--- config.mk ---
export PLATFORM = sky130hd
export DESIGN_NAME = ibex_rvfi_trace_buffer
export DESIGN_NICKNAME = d
export VERILOG_FILES = /design/src/rtl/ibex_rvfi_trace_buffer.sv
export SDC_FILE = /design/constraint.sdc
export NUM_CORES = 1
export LEC_CHECK = 0
export BUFFER_PORTS_ARGS = -buffer_cell sky130_fd_sc_hd__buf_2
export CAP_MARGIN = 40
export CORE_MARGIN = 2
export CORE_UTILIZATION = 45
export DETAILED_ROUTE_END_ITERATION = 10
export GPL_TIMING_DRIVEN = 0
export PLACE_DENSITY = 0.63
export SLEW_MARGIN = 15
export SYNTH_ARGS = -nofsm -noshare
export SYNTH_HDL_FRONTEND = slang
export SYNTH_SLANG_ARGS = --single-unit
--- constraint.sdc ---
create_clock -name clk_i -period 19.16 [get_ports clk_i]
set_input_delay 1.916 -clock clk_i [delete_from_list [all_inputs] [get_ports clk_i]]
set_output_delay 1.916 -clock clk_i [all_outputs]
set_load 0.01 [all_outputs]
--- src/rtl/ibex_rvfi_trace_buffer.sv ---
// On-chip RVFI retirement trace buffer: circular store with fill-stop or overwrite capture,
// valid/ready readout of the oldest record, saturating drop counter and sticky wrap flag.
module ibex_rvfi_trace_buffer #(
    parameter int unsigned Depth    = 16,
    parameter int unsigned CntWidth = 16
) (
    input  logic                       clk_i,
    input  logic                       rst_ni,
    input  logic [1:0]                 trace_mode_i,
    input  logic                       trace_clear_i,
    input  logic                       rvfi_valid,
    input  logic [31:0]                rvfi_pc_rdata,
    input  logic [31:0]                rvfi_insn,
    input  logic [4:0]                 rvfi_rd_addr,
    input  logic [31:0]                rvfi_rd_wdata,
    input  logic                       rvfi_trap,
    input  logic                       rvfi_intr,
    input  logic [1:0]                 rvfi_mode,
    output logic                       rd_valid_o,
    input  logic                       rd_ready_i,
    output logic [31:0]                rd_pc_o,
    output logic [31:0]                rd_insn_o,
    output logic [4:0]                 rd_rd_addr_o,
    output logic [31:0]                rd_rd_wdata_o,
    output logic [3:0]                 rd_flags_o,
    output logic [$clog2(Depth):0]     level_o,
    output logic [CntWidth-1:0]        drop_cnt_o,
    output logic                       wrapped_o
);

    localparam int unsigned AW = $clog2(Depth);
    localparam int unsigned LW = $clog2(Depth) + 1;

    typedef struct packed {
        logic [31:0] pc;
        logic [31:0] insn;
        logic [4:0]  rd_addr;
        logic [31:0] rd_wdata;
        logic [3:0]  flags;
    } rec_t;

    rec_t mem [Depth];

    logic [AW-1:0]       wr_ptr_q, wr_ptr_d;
    logic [AW-1:0]       rd_ptr_q, rd_ptr_d;
    logic [LW-1:0]       level_q, level_d;
    logic [CntWidth-1:0] drop_q, drop_d;
    logic                wrapped_q, wrapped_d;
    logic                mem_we_c;
    logic                push_req_c, pop_c, full_c;
    rec_t                wr_rec_c, head_c;

    assign wr_rec_c = '{pc:       rvfi_pc_rdata,
                        insn:     rvfi_insn,
                        rd_addr:  rvfi_rd_addr,
                        rd_wdata: rvfi_rd_wdata,
                        flags:    {rvfi_trap, rvfi_intr, rvfi_mode}};

    // Next-state: clear beats everything; a push with a pop never drops, even when full.
    always_comb begin
        wr_ptr_d   = wr_ptr_q;
        rd_ptr_d   = rd_ptr_q;
        level_d    = level_q;
        drop_d     = drop_q;
        wrapped_d  = wrapped_q;
        mem_we_c   = 1'b0;
        push_req_c = rvfi_valid && ((trace_mode_i == 2'd1) || (trace_mode_i == 2'd2));
        pop_c      = (level_q != '0) && rd_ready_i;
        full_c     = (level_q == LW'(Depth));

        if (trace_clear_i) begin
            wr_ptr_d  = '0;
            rd_ptr_d  = '0;
            level_d   = '0;
            drop_d    = '0;
            wrapped_d = 1'b0;
        end else if (push_req_c) begin
            if (pop_c) begin
                mem_we_c = 1'b1;
                wr_ptr_d = wr_ptr_q + AW'(1);
                rd_ptr_d = rd_ptr_q + AW'(1);
            end else if (!full_c) begin
                mem_we_c = 1'b1;
                wr_ptr_d = wr_ptr_q + AW'(1);
                level_d  = level_q + LW'(1);
            end else begin
                if (drop_q != {CntWidth{1'b1}}) begin
                    drop_d = drop_q + CntWidth'(1);
                end
                if (trace_mode_i == 2'd2) begin
                    // Full in circular mode: tail equals head, so the oldest record is replaced.
                    mem_we_c  = 1'b1;
                    wr_ptr_d  = wr_ptr_q + AW'(1);
                    rd_ptr_d  = rd_ptr_q + AW'(1);
                    wrapped_d = 1'b1;
                end
            end
        end else if (pop_c) begin
            rd_ptr_d = rd_ptr_q + AW'(1);
            level_d  = level_q - LW'(1);
        end
    end

    always_ff @(posedge clk_i or negedge rst_ni) begin
        if (!rst_ni) begin
            wr_ptr_q  <= '0;
            rd_ptr_q  <= '0;
            level_q   <= '0;
            drop_q    <= '0;
            wrapped_q <= 1'b0;
        end else begin
            wr_ptr_q  <= wr_ptr_d;
            rd_ptr_q  <= rd_ptr_d;
            level_q   <= level_d;
            drop_q    <= drop_d;
            wrapped_q <= wrapped_d;
        end
    end

    // Record storage carries no reset; empty-state outputs are masked below instead.
    always_ff @(posedge clk_i) begin
        if (mem_we_c) begin
            mem[wr_ptr_q] <= wr_rec_c;
        end
    end

    assign head_c        = mem[rd_ptr_q];
    assign rd_valid_o    = (level_q != '0);
    assign rd_pc_o       = rd_valid_o ? head_c.pc       : '0;
    assign rd_insn_o     = rd_valid_o ? head_c.insn     : '0;
    assign rd_rd_addr_o  = rd_valid_o ? head_c.rd_addr  : '0;
    assign rd_rd_wdata_o = rd_valid_o ? head_c.rd_wdata : '0;
    assign rd_flags_o    = rd_valid_o ? head_c.flags    : '0;
    assign level_o       = level_q;
    assign drop_cnt_o    = drop_q;
    assign wrapped_o     = wrapped_q;

endmodule

== Yosys cells after proc, flatten, opt, wreduce, memory -nomap -nowiden ==
Memory sizes are Yosys's and may differ from the RTL's.
Index checks and enable logic that the tools add are counted.
Operators by class
  add/sub/neg operators: 5
  reductions and logical operators: 16
  muxes and demuxes: 38
  eq/ne operators: 8
Operators with widths (number)
  32-bit 2-to-1 mux: 3
  16-bit 2-to-1 mux: 5
  4-bit 2-to-1 mux: 12
  5-bit 2-to-1 mux: 6
  16-bit by 1-bit adder with 16-bit output, second input constant: 1
  16-bit != test, second input constant: 1
  1-bit 2-to-1 mux: 12
  3-bit nonzero test: 3
  4-bit by 1-bit adder with 4-bit output, second input constant: 2
  4-bit AND reduction: 2
  2-bit nonzero test: 4
  3-bit != test, second input constant: 2
  3-bit AND reduction: 2
  5-bit by 1-bit adder with 5-bit output, second input constant: 1
  5-bit equality test, second input constant: 1
  5-bit nonzero test: 1
  5-bit by 1-bit subtractor with 5-bit output, second input constant: 1
  4-bit by 3-bit != test with 1-bit output, second input constant: 1
  2-bit by 1-bit equality test with 1-bit output, second input constant: 1
  2-bit equality test, second input constant: 1
  1-bit logical AND: 2
  2-bit != test, second input constant: 1
  2-bit AND reduction: 1
  1-bit logical OR: 1
Storage, ports and cells
  output and inout port bits: 128
  memories: 1
  input port bits: 112
  register bits after elaboration: 30
  memory bits (writable): 1680
  word-level logic and storage cells: 73
Memory list
  mem: depth 16, width 105, read ports 1, clocked after memory_dff 0, wr ports 1, RTL line 42  | rec_t mem [Depth];

== Logic depth before layout (Yosys ltp) ==
  depth after elaboration: 8
  depth in mapped cells: 9
  mapped depth without buffers: 9

== Worst setup path before layout ==
Ideal clock, no wire load.
  path type: in2reg
  from: input trace_mode_i[0]
  to: memory mem[0][0] (netlist bit) (enable)
  path slack: 8.074 ns
  path buffers: 0
  arrival: 10.388 ns
  library setup time: 0.698 ns
  data required time: 18.462 ns
  cell stages on the path: 7
  cells stage by stage: inv_1 > ha_1 > nand2b_1 > a31oi_1 > and2_1 > nand2_1 > nor3_1
Between the ends
  cells in the longest elaborated chain, start to end: 8
  elaborated cells between the ends (all ways): 11
  those cells by class: eq/ne (2); mux (7); reduce/logical (2)
Ends and longest elaborated chain
  from (decl): RTL line 9  | input logic [1:0] trace_mode_i,
  2-bit equality test: RTL line 67, 90
  1-bit 2-to-1 mux: RTL line 90  | if (trace_mode_i == 2'd2) begin
  1-bit 2-to-1 mux: RTL line 82  | end else if (!full_c) begin
  1-bit 2-to-1 mux: RTL line 78  | if (pop_c) begin
  1-bit 2-to-1 mux (*): RTL line 77  | end else if (push_req_c) begin
  1-bit 2-to-1 mux (*): RTL line 71  | if (trace_clear_i) begin
  1-bit 2-to-1 mux (*): RTL line 122  | if (mem_we_c) begin
  1-bit 2-to-1 mux (implied by the code) (*): RTL line 123  | mem[wr_ptr_q] <= wr_rec_c;
  to (decl): RTL line 42
Mark *: on every way between the ends. The rest lies on a longest branch, timed or not.

== Worst setup path in the final report ==
  from: register rd_ptr_q[1]
  to: output rd_rd_wdata_o[0]
Between the ends
  cells in the longest elaborated chain, start to end: 2
Ends and longest elaborated chain
  from (decl): RTL line 45  | logic [AW-1:0] rd_ptr_q, rd_ptr_d;
  from (signal assigned): RTL line 113  | rd_ptr_q <= rd_ptr_d;
  memory read 16 x 105 bit
  32-bit 2-to-1 mux: RTL line 132  | assign rd_rd_wdata_o = rd_valid_o ? head_c.rd_wdata : '0;
  to (decl): RTL line 24  | output logic [31:0] rd_rd_wdata_o,
Every way passes these cells.

==> results.sh <==
export IMPL_rows=139
export IMPL_cts_clk_slew_worst_paths_ns=0.06
export IMPL_cts_buffers=171
export IMPL_synth_lib_cells_used_distinct=51
export IMPL_unrepaired_setup_endpoints_after_global_routing="false"
export IMPL_finalSetupViolCount=0
export IMPL_area_growth_synth_to_final_pct=18.2
export IMPL_outcome="complete, but fails checks"
export IMPL_worst_path_max_delay_cell="sky130_fd_sc_hd__buf_1"
export IMPL_asyncSetResetFlopFracSynth_pct=1.75
export IMPL_reg2regPathDepth=10
export IMPL_postSynthCellCount=2786
export IMPL_maximum_capacitance_violations=0
export IMPL_detailedPlacementHpwl_mm=108
export IMPL_numPortBuffers=238
export IMPL_wirelength_mm=163
export IMPL_cts_hold_fix_buffers=0
export IMPL_final_net_count=3508
export IMPL_min_delay_path_depth=2
export IMPL_synth_warning_count=0
export IMPL_drt_iter0_drc=3358
export IMPL_count_of_unresolved_drc_violations_after_routing=2
export IMPL_timing_final_crit_period_ns=6.10
export IMPL_timing_final_max_slew_violations=0
export IMPL_synth_edf_count=1680
export IMPL_drt_vias_per_instance=5.85
export IMPL_routed_wire_length_per_instance_um=29.9
export IMPL_initial_standard_cell_utilization_of_the_core_pct=45.4
export IMPL_post_layout_worst_setup_margin_ns=13.06
export IMPL_critical_path_buf_inv_count=5
export IMPL_via_count=31810
export IMPL_syn_num_nets=2910
export IMPL_first_global_vias=32774
export IMPL_relSlewSlack_pct=39.6
export IMPL_clock_root_buffer="sky130_fd_sc_hd__clkbuf_16"
export IMPL_report_final_hold_viol_count=0
export IMPL_area_of_the_core_region_mm2=0.144
export IMPL_power_density_cell_area_mw_per_mm2=121
export IMPL_period_share_pct=31.8
export IMPL_timing_fmax_mhz=164
export IMPL_violations="DRC"
export IMPL_insertion_delay_ns=0.79
export IMPL_timing_critical_path_required_ns=17.24
export IMPL_grt_start_max_net_pins=31
export IMPL_cts_root_to_sink_buffers=3
export IMPL_gpl_final_weighted_congestion=0.766
export IMPL_final_layout_size_suffix_gt1_share_pct=33.3
export IMPL_synth_top_cells_by_area="sky130_fd_sc_hd__edfxtp_1 (77%), sky130_fd_sc_hd__mux4_2 (14%), sky130_fd_sc_hd__mux2i_1 (3.2%)"
export IMPL_critical_path_arrival_ns=4.19
export IMPL_timing_critical_path_cells="clkbuf_1 -> clkbuf_1 -> buf_8 -> buf_1 -> mux4_2 -> mux2i_1 -> o22ai_1 -> buf_2"
export IMPL_fin_cells=5435
export IMPL_drt_pass_1_iters=10
export IMPL_synth_most_common_cell="sky130_fd_sc_hd__edfxtp_1"
export IMPL_timing_critical_path_from_type="flop"
export IMPL_post_synth_top_area_cell="sky130_fd_sc_hd__edfxtp_1"
export IMPL_critical_path_endpoint_category="primary output"
export IMPL_area_sequential_mm2=0.0512
export IMPL_r2r_slack_ns=15.34
export IMPL_clock_sinks=1710
export IMPL_report_power_total_mw=9.32
export IMPL_timing_critical_path_depth=8
export IMPL_floorplan_die_area_mm2=0.148
export IMPL_avgSynthCellArea_um2=23.4
export IMPL_synthesis_area_mm2=0.0653
export IMPL_synth_main_ff_cell="sky130_fd_sc_hd__edfxtp_1"
export IMPL_gr_usage_all_layers_pct=22.2
export IMPL_worst_path_dominant_cell_family="buffers and inverters"
export IMPL_path_max_fanout=10
export IMPL_gr_total_overflow=0
export IMPL_fillers=10711
export IMPL_grt_pass1_wl_mm=234
export IMPL_postRouteAntennaNets=0
export IMPL_power_leakage_nw=24.1
export IMPL_min_delay_path_class="reg2reg"
export IMPL_die_h_um=385
export IMPL_cp_peak_stage_delay_ns=0.61
export IMPL_yosys_top_cells_count="sky130_fd_sc_hd__edfxtp_1 (1,680), sky130_fd_sc_hd__mux4_2 (420), sky130_fd_sc_hd__mux2i_1 (211)"
export IMPL_slew_worst_pin_ns=0.906
export IMPL_clock_tree_htree_level_count=4
export IMPL_tritoncts_clock_tree="done"
export IMPL_place_inst=5106
export IMPL_post_cts_setup_buffers=0
export IMPL_post_cts_resized_instances=0
export IMPL_placement_stage_worst_setup_slack_ns=13.21
export IMPL_floorplan_io_pins=240
export IMPL_multi_input_gate_area_mm2=0.0135
export IMPL_antenna_violations_before_repair=32
export IMPL_sequential_to_total_area_share_from_yosys_stat_pct=78.4
export IMPL_timing_clock_skew_ns=0.0251
export IMPL_irDropWorstVdd_v=0.0000736
export IMPL_cp_common_cell="sky130_fd_sc_hd__clkbuf_1"
export IMPL_path_class="reg2out"
export IMPL_postSynthRegisterBits=1710
export IMPL_netlist_area_leader_share_pct=77.3
export IMPL_die_w_um=385
-- sequential cells by signal, indices dropped and copies added (netlist names) --
signal and flops:
rd_ptr_q 4, wrapped_o 1, mem 1680, level_o 5, wr_ptr_q 4, drop_cnt_o 16
-- cell families (layout without fill, tap and decap cells) --
| kind of cell | after synthesis | count (layout) | share of synthesized area (%) |
|---|---|---|---|
| simple gates | 123 | 123 | 0.985 |
| fa+ha+maj | 12 | 12 | 0.241 |
| flops | 1710 | 1710 | 78.4 |
| xor+xnor | 9 | 9 | 0.121 |
| mux | 634 | 634 | 17.8 |
| other cells | 0 | 8 | 0 |
| compound gates | 142 | 142 | 1.40 |
| buf+inv | 156 | 894 | 1.06 |
-- cell type report --
| type | instances | share of cell area [%] |
|---|---|---|
| antenna | 8 | 0.0259 |
| buffer | 150 | 0.880 |
| clock buffer | 214 | 5.93 |
| clock inverter | 99 | 1.04 |
| inverter | 6 | 0.0292 |
| multi-input combinational | 920 | 17.5 |
| sequential | 1710 | 66.3 |
| tap | 1903 | 3.08 |
| timing repair buffer | 425 | 5.20 |
-- layer usage --
| metal | wire [um] | GRT usage (%) |
|---|---|---|
| met3 | 13100 | 4.80 |
| met5 | 178 | 0 |
| met4 | 3520 | 5.99 |
| met2 | 81900 | 37.1 |
| met1 | 64000 | 29.6 |
-- where the power goes --
| group | internal [mW] | switching (mW) | total, mW |
|---|---|---|---|
| logic | 0.867 | 1.08 | 1.94 |
| clock network | 1.85 | 1.37 | 3.22 |
| registers | 4.14 | 0.0257 | 4.16 |
-- per-stage QoR --
step	cell area [um2]	hold WS [ns]	TNS, ns	utilization [%]
floorplan	65300	0.523	0	-
global placement	68900	0.526	-794.98	47.9
detailed placement	71700	0.527	0	49.9
CTS	77100	0.542	0	53.6
global route	77200	0.561	0	53.7
finish	77200	0.544	0	53.7
-- cells in the final DEF (no fill, tap or decap), types with 17 or more instances in the layout --
cell type / synthesis / final
sky130_fd_sc_hd__buf_1: 33 / 32
sky130_fd_sc_hd__buf_12: 0 / 48
sky130_fd_sc_hd__buf_16: 0 / 28
sky130_fd_sc_hd__buf_2: 56 / 295
sky130_fd_sc_hd__buf_4: 8 / 66
sky130_fd_sc_hd__buf_6: 1 / 39
sky130_fd_sc_hd__clkbuf_1: 52 / 82
sky130_fd_sc_hd__clkbuf_16: 0 / 177
sky130_fd_sc_hd__clkinv_1: 0 / 44
sky130_fd_sc_hd__clkinv_2: 0 / 30
sky130_fd_sc_hd__dfrtp_1: 30 / 30
sky130_fd_sc_hd__edfxtp_1: 1680 / 1680
sky130_fd_sc_hd__mux2i_1: 211 / 211
sky130_fd_sc_hd__mux4_2: 420 / 420
sky130_fd_sc_hd__nand2_1: 28 / 28
sky130_fd_sc_hd__nand3_1: 17 / 17
sky130_fd_sc_hd__o22ai_1: 105 / 105
-- final timing paths --
check / from / to
max: rd_ptr_q[1]$_DFFE_PN0P_ / rd_rd_wdata_o[0]
min: wrapped_o$_DFFE_PN0P_ / wrapped_o$_DFFE_PN0P_
max reg2reg: level_o[0]$_DFFE_PN0P_ / mem[3][4]$_DFFE_PP_
min reg2reg: wrapped_o$_DFFE_PN0P_ / wrapped_o$_DFFE_PN0P_
max in group asynchronous: rst_ni / wr_ptr_q[2]$_DFFE_PN0P_
min in group asynchronous: rst_ni / level_o[1]$_DFFE_PN0P_
-- worst register-to-register path, stage by stage (launching register included) --
cell and delay [ns]:
sky130_fd_sc_hd__dfrtp_1 0.55, sky130_fd_sc_hd__nor4_4 0.12, sky130_fd_sc_hd__a31oi_1 0.50, sky130_fd_sc_hd__and2_1 0.28, sky130_fd_sc_hd__nand2_1 0.25, sky130_fd_sc_hd__nor3_2 0.69, sky130_fd_sc_hd__buf_4 0.34, sky130_fd_sc_hd__buf_6 0.17
sky130_fd_sc_hd__buf_6 0.17, sky130_fd_sc_hd__buf_4 0.22, sky130_fd_sc_hd__buf_4 0.23
Note: power is estimated with default switching activity, not from simulation.
